--- src/rtl/fifo_drain_if.sv ---
// Bundle of FIFO read-side and downstream stream signals for fifo_drain.
// The slave modport is the drain itself; master is the environment around it.
interface fifo_drain_if #(
  parameter int DATA_W    = 8,
  parameter int BUF_DEPTH = 4,
  parameter int CNT_W     = 16
);
  localparam int OCC_W = $clog2(BUF_DEPTH + 1);

  logic              en;
  logic              empty;
  logic [DATA_W-1:0] rd_data;
  logic              rd_en;
  logic [DATA_W-1:0] data_o;
  logic              valid_o;
  logic              ready_i;
  logic [CNT_W-1:0]  rd_cnt;
  logic [OCC_W-1:0]  occ;

  modport master (
    output en, empty, rd_data, ready_i,
    input  rd_en, data_o, valid_o, rd_cnt, occ
  );

  modport slave (
    input  en, empty, rd_data, ready_i,
    output rd_en, data_o, valid_o, rd_cnt, occ
  );
endinterface

--- src/rtl/fifo_drain.sv ---
// Read-side consumer for the async FIFO: issues rd_en, captures the one-cycle-late
// read data into a circular skid buffer and streams it out on valid/ready.
module fifo_drain #(
  parameter int DATA_W    = 8,
  parameter int BUF_DEPTH = 4,
  parameter int CNT_W     = 16
) (
  input  logic       clk_r,
  input  logic       reset,
  fifo_drain_if.slave bus
);
  localparam int PTR_W = (BUF_DEPTH > 1) ? $clog2(BUF_DEPTH) : 1;
  localparam int OCC_W = $clog2(BUF_DEPTH + 1);
  localparam logic [PTR_W-1:0] LAST_PTR = PTR_W'(BUF_DEPTH - 1);

  logic [DATA_W-1:0] r_mem [BUF_DEPTH];
  logic [PTR_W-1:0]  r_wrPtr;
  logic [PTR_W-1:0]  r_rdPtr;
  logic [OCC_W-1:0]  r_occ;
  logic              r_inflight;
  logic [CNT_W-1:0]  r_cnt;
  logic [DATA_W-1:0] r_dataO;

  logic              w_rdEn;
  logic              w_valid;
  logic              w_push;
  logic              w_pop;
  logic [PTR_W-1:0]  w_rdPtrNext;
  logic [PTR_W-1:0]  w_wrPtrNext;

  // Reserve a slot for the word already in flight so a push never finds the buffer full.
  assign w_rdEn  = bus.en && !bus.empty && !reset &&
                   ((int'(r_occ) + int'(r_inflight)) < BUF_DEPTH);
  assign w_valid = (r_occ != '0);
  assign w_push  = r_inflight;
  assign w_pop   = w_valid && bus.ready_i;

  assign w_rdPtrNext = (r_rdPtr == LAST_PTR) ? '0 : r_rdPtr + PTR_W'(1);
  assign w_wrPtrNext = (r_wrPtr == LAST_PTR) ? '0 : r_wrPtr + PTR_W'(1);

  always_ff @(posedge clk_r) begin
    if (reset) begin
      r_wrPtr    <= '0;
      r_rdPtr    <= '0;
      r_occ      <= '0;
      r_inflight <= 1'b0;
      r_cnt      <= '0;
      r_dataO    <= '0;
    end else begin
      r_inflight <= w_rdEn;
      r_occ      <= r_occ + OCC_W'(w_push) - OCC_W'(w_pop);
      if (w_push) begin
        r_mem[r_wrPtr] <= bus.rd_data;
        r_wrPtr        <= w_wrPtrNext;
      end
      if (w_pop) begin
        r_rdPtr <= w_rdPtrNext;
        r_cnt   <= r_cnt + CNT_W'(1);
      end
      // data_o tracks the entry that will be at the head after this edge.
      if (w_pop) begin
        if (r_occ >= OCC_W'(2))
          r_dataO <= r_mem[w_rdPtrNext];
        else if (w_push)
          r_dataO <= bus.rd_data;
      end else if (!w_valid && w_push) begin
        r_dataO <= bus.rd_data;
      end
    end
  end

  assign bus.rd_en   = w_rdEn;
  assign bus.valid_o = w_valid;
  assign bus.data_o  = r_dataO;
  assign bus.rd_cnt  = r_cnt;
  assign bus.occ     = r_occ;
endmodule

--- src/flat_wrapper.sv ---
// flat-port wrapper written by rule: the top's interface ports become plain ports
module fifo_drain_flat 
#(
  parameter int DATA_W    = 8,
  parameter int BUF_DEPTH = 4,
  parameter int CNT_W     = 16
)
  (clk_r, reset, bus_en, bus_empty, bus_rd_data, bus_ready_i, bus_rd_en, bus_data_o, bus_valid_o, bus_rd_cnt, bus_occ);
  fifo_drain_if #(.DATA_W(DATA_W), .BUF_DEPTH(BUF_DEPTH), .CNT_W(CNT_W)) bus_i ();
  input  logic clk_r;
  input  logic reset;
  input wire logic [$bits(bus_i.en)-1:0] bus_en;
  input wire logic [$bits(bus_i.empty)-1:0] bus_empty;
  input wire logic [$bits(bus_i.rd_data)-1:0] bus_rd_data;
  input wire logic [$bits(bus_i.ready_i)-1:0] bus_ready_i;
  output wire logic [$bits(bus_i.rd_en)-1:0] bus_rd_en;
  output wire logic [$bits(bus_i.data_o)-1:0] bus_data_o;
  output wire logic [$bits(bus_i.valid_o)-1:0] bus_valid_o;
  output wire logic [$bits(bus_i.rd_cnt)-1:0] bus_rd_cnt;
  output wire logic [$bits(bus_i.occ)-1:0] bus_occ;
  assign bus_i.en = bus_en;
  assign bus_i.empty = bus_empty;
  assign bus_i.rd_data = bus_rd_data;
  assign bus_i.ready_i = bus_ready_i;
  assign bus_rd_en = bus_i.rd_en;
  assign bus_data_o = bus_i.data_o;
  assign bus_valid_o = bus_i.valid_o;
  assign bus_rd_cnt = bus_i.rd_cnt;
  assign bus_occ = bus_i.occ;
  fifo_drain #(.DATA_W(DATA_W), .BUF_DEPTH(BUF_DEPTH), .CNT_W(CNT_W)) u_core (.clk_r(clk_r), .reset(reset), .bus(bus_i));
endmodule
--- config.mk ---
export PLATFORM = sky130hd
export DESIGN_NAME = fifo_drain_flat
export DESIGN_NICKNAME = d
export VERILOG_FILES = /design/src/rtl/fifo_drain_if.sv /design/src/rtl/fifo_drain.sv /design/src/flat_wrapper.sv
export SDC_FILE = /design/constraint.sdc
export NUM_CORES = 1
export LEC_CHECK = 0
export BUFFER_PORTS_ARGS = -buffer_cell sky130_fd_sc_hd__buf_2
export CAP_MARGIN = 20
export CORE_MARGIN = 5
export CORE_UTILIZATION = 50
export CTS_BUF_LIST = sky130_fd_sc_hd__clkbuf_8
export CTS_CLUSTER_SIZE = 10
export DETAILED_ROUTE_END_ITERATION = 10
export PLACE_DENSITY = 0.84
export REMOVE_ABC_BUFFERS = 1
export SETUP_SLACK_MARGIN = 0.02
export SYNTH_ARGS = -nofsm -noshare
export SYNTH_HDL_FRONTEND = slang
export SYNTH_SLANG_ARGS = --single-unit
--- constraint.sdc ---
create_clock -name clk_r -period 1.8 [get_ports clk_r]
set_input_delay 0 -clock clk_r [delete_from_list [all_inputs] [get_ports clk_r]]
set_output_delay 0 -clock clk_r [all_outputs]
set_load 0.05 [all_outputs]
==> flow_summary.ini <==
[sta]
worst-slew-pin-transition_ps = 447.0
max_slew_margin_pct = 70.20
clock.fmax_mhz = 573.3
maxSlewViolCount = 0
whs_ps = 191.0
min_period_ps = 1744
rsz0062_at_grt = yes
setup-violations-final = 0
period_share_pct = 96.90
hold_viol = 0
fin_worst_skew_ps = 12.11

[place]
gp_congestion = 0.7949
placed_cells = 354
port_buffers = 41
placed_cell_area_um2 = 3192
hpwl_mm = 3.822

[power_and_ir_drop]
power_density_nw_per_um2 = 1467
peakVddDrop_v = 0.0007700
leakage_uw = 0.001395

[worst_setup_path]
worst_setup_path_start_kind = flip-flop
critPathMaxFanout = 6
r2r_start = u_core.bus.occ[1]
crit_path_cell_trace = o31a_2 > nand2_2 > o21ai_1 > ha_2 > fa_2 > nor2b_1
cp_slowest_cell = fa_2
path_class = reg -> reg
reg2reg_slack_ps = 60
critPathMaxStageDelay_ps = 510
crit_start = u_core.bus.occ[1]
worstSetupEndpoint = u_core.bus.occ[1]
r2r-end = u_core.bus.occ[1]
critical_path_required_ps = 2070
setup.worst_path.end_class = flip-flop
r2r_cells = 6
arrival_ps = 2020

[drt]
routed_wl_mm = 5.878
met3_wirelength_um = 267
vias_per_cell = 5.248
ant_nets = 0
wl_met1_mm = 2.516
num_vias = 2031
dr.pass1.iters = 4
post_drt_wl_per_cell_um = 15.19
drc = 0
dr.max_layer_used = met4
routed-wl-met2_mm = 2.999
drt_iter0_drc = 100

[finish]
drive_gt1_share_pct = 38.41
finalNetCount = 333
area_growth_syn_to_layout_pct = 29.87
utilization_pct = 66.48
layout.cells.non_filler = 387
num-fill-cells = 375
antenna_cells = 0
final_area_um2 = 3661

[clocking]
cts_tree = yes
cts_buffer_depth = 2
cts.clk_slew.worst_paths_ps = 70
clkLatencyLatePin_ps = 350
htree_levels = 3
cts_buffers = 9
cts_root_buf = clkbuf_8
clock_sinks = 64

[flow_run]
drv_cap = 0

[synth]
synthDistinctLibCells = 37
yosys_warnings = 0
synth-seq-cells = 64
synthXorXnorAreaFrac_pct = 3.107
synth_compound_area_share_pct = 8.389
syn_area_um2 = 2819
synth_top_family_by_area = simple AND/OR/NAND/NOR gates
yosys.area_share.adder_pct = 4.705
postSynthCellCount = 235
synth_edf_count = 32
async_reset_ff_share_pct = 0
avgSynthCellArea_um2 = 12.00
yosys.area_share.simple_pct = 15.76
synthMuxAreaShare_pct = 7.501
ys_seq_area_share_pct = 56.81
synth_flop_cell = edfxtp_1

[global_route]
grt_max_degree = 25
track_usage_pct = 16.70
grt_overflow = 0
grt_pass1_wl_mm = 9.384
antenna_found_initial = 0
grt_pass1_vias = 1983

[floorplan]
start_util_pct = 51.19
core_um2 = 5507
rows = 27
dieHeight_um = 85.09
ios = 42
die_w_um = 85.09
die-area_um2 = 7239

[hold_path]
hold_path.class = in -> reg

[run_status]
status = finished, final reports clean
## logic make-up after synthesis
logic type / Yosys count
buffers and inverters: 20
xor gates and xnor gates: 10
and+or+nand+nor: 90
DFF: 64
muxes: 11
AOI/OAI and AO/OA: 30
adders and majority gates: 10
## cell type report
class / count / area [um2] / area share (%)
sequential: 64 / 1619 / 44.22
multi-input combinational: 151 / 1169 / 31.92
timing repair buffer: 74 / 525.5 / 14.35
clock buffer: 9 / 123.9 / 3.383
clock inverter: 7 / 96.34 / 2.632
tap: 72 / 90.09 / 2.461
inverter: 10 / 37.54 / 1.025
## worst min path at each step
stage,from,to,cells past startpoint
6_report,bus_ready_i,u_core.bus.rd_cnt[11],5
5_1_grt,bus_ready_i,u_core.bus.rd_cnt[11],5
4_1_cts,bus_ready_i,u_core.bus.rd_cnt[11],5
3_5_place_dp,bus_empty,u_core.r_inflight,2
3_3_place_gp,bus_empty,u_core.r_inflight,2
2_1_floorplan,reset,u_core.bus.data_o[1],1
## Yosys cell counts (3+ instances only)
cell	number	area share, %
dfxtp_1	32	23
edfxtp_1	32	34
nand2_1	29	3.9
nor2_1	24	3.2
a21oi_1	11	2.0
inv_1	10	1.3
ha_1	9	4.0
mux4_2	8	6.4
a311oi_1	6	1.9
clkbuf_1	6	0.80
xnor2_1	6	1.9
nand3_1	5	0.89
nand4_1	5	1.1
nor2b_1	5	1.1
o21ai_0	5	0.89
and2_1	4	0.89
buf_6	4	1.6
nor3_1	4	0.71
xor2_1	4	1.2
or3_1	3	0.67
## repair_timing
action                                  4_1_cts  5_1_grt
resized for setup                             7       22
buffers inserted                              0        5
hold buffers                                 11        0
cloned                                        0        1
pin swaps                                     0        8
hold endpoints to repair                     42        0
endpoints found under the setup margin        7       14
## stage by stage
stage	setup slack, ps	TNS (ps)	total power, uW
5_1_grt	0.6813	0	5660
4_1_cts	22.92	0	5197
6_report	55.79	0	5371
3_5_place_dp	-11.24	-11.24	3812
2_1_floorplan	-934.0	-6311	3178
3_3_place_gp	61.29	0	3753
## cell usage in the layout (no fill, tap or decap), types with 3 or more instances in the layout
master         instances
nand3_1                4
nand2_1               28
edfxtp_1              32
nor3_1                 3
clkinvlp_4             3
inv_1                  9
ha_1                   7
nor2b_1                4
and2_1                 4
nand4_1                5
dfxtp_4                3
o21ai_0                3
dfxtp_1               24
dlygate4sd3_1         11
mux4_2                 8
a21oi_1               10
nor2_1                23
clkbuf_8               9
a311oi_1               6
or3_1                  3
buf_2                 40
dfxtp_2                5
xnor2_1                6
xor2_1                 4
buf_4                 20
## routing by layer
metal / vias up / GRT usage, %
met5: - / 0
met4: 0 / 8.345
met3: 8 / 4.563
met2: 44 / 27.40
met1: 975 / 20.17
li1: 1004 / -
## flip-flops by register name, indices dropped and copies added (netlist names)
name and flops:
u_core.r_mem 32, u_core.bus.rd_cnt 16, u_core.r_inflight 1, u_core.bus.occ 3, u_core.r_rdPtr 2, u_core.r_wrPtr 2, u_core.bus.data_o 8
## power breakdown
group | internal [uW] | switching [uW] | leakage (uW)
Combinational | 901 | 1300 | 0.000741
Sequential | 1700 | 129 | 0.000553
Clock | 778 | 566 | 0.000101
Total | 3380 | 1990 | 0.00140
## critical path: cells and delay by family, from the launching register on
family | cells | cell delay (ps)
simple gates | 2 | 200
fa+ha+maj | 2 | 690
flops | 1 | 370
compound gates | 2 | 420
Note: power is estimated with default switching activity, not from simulation.
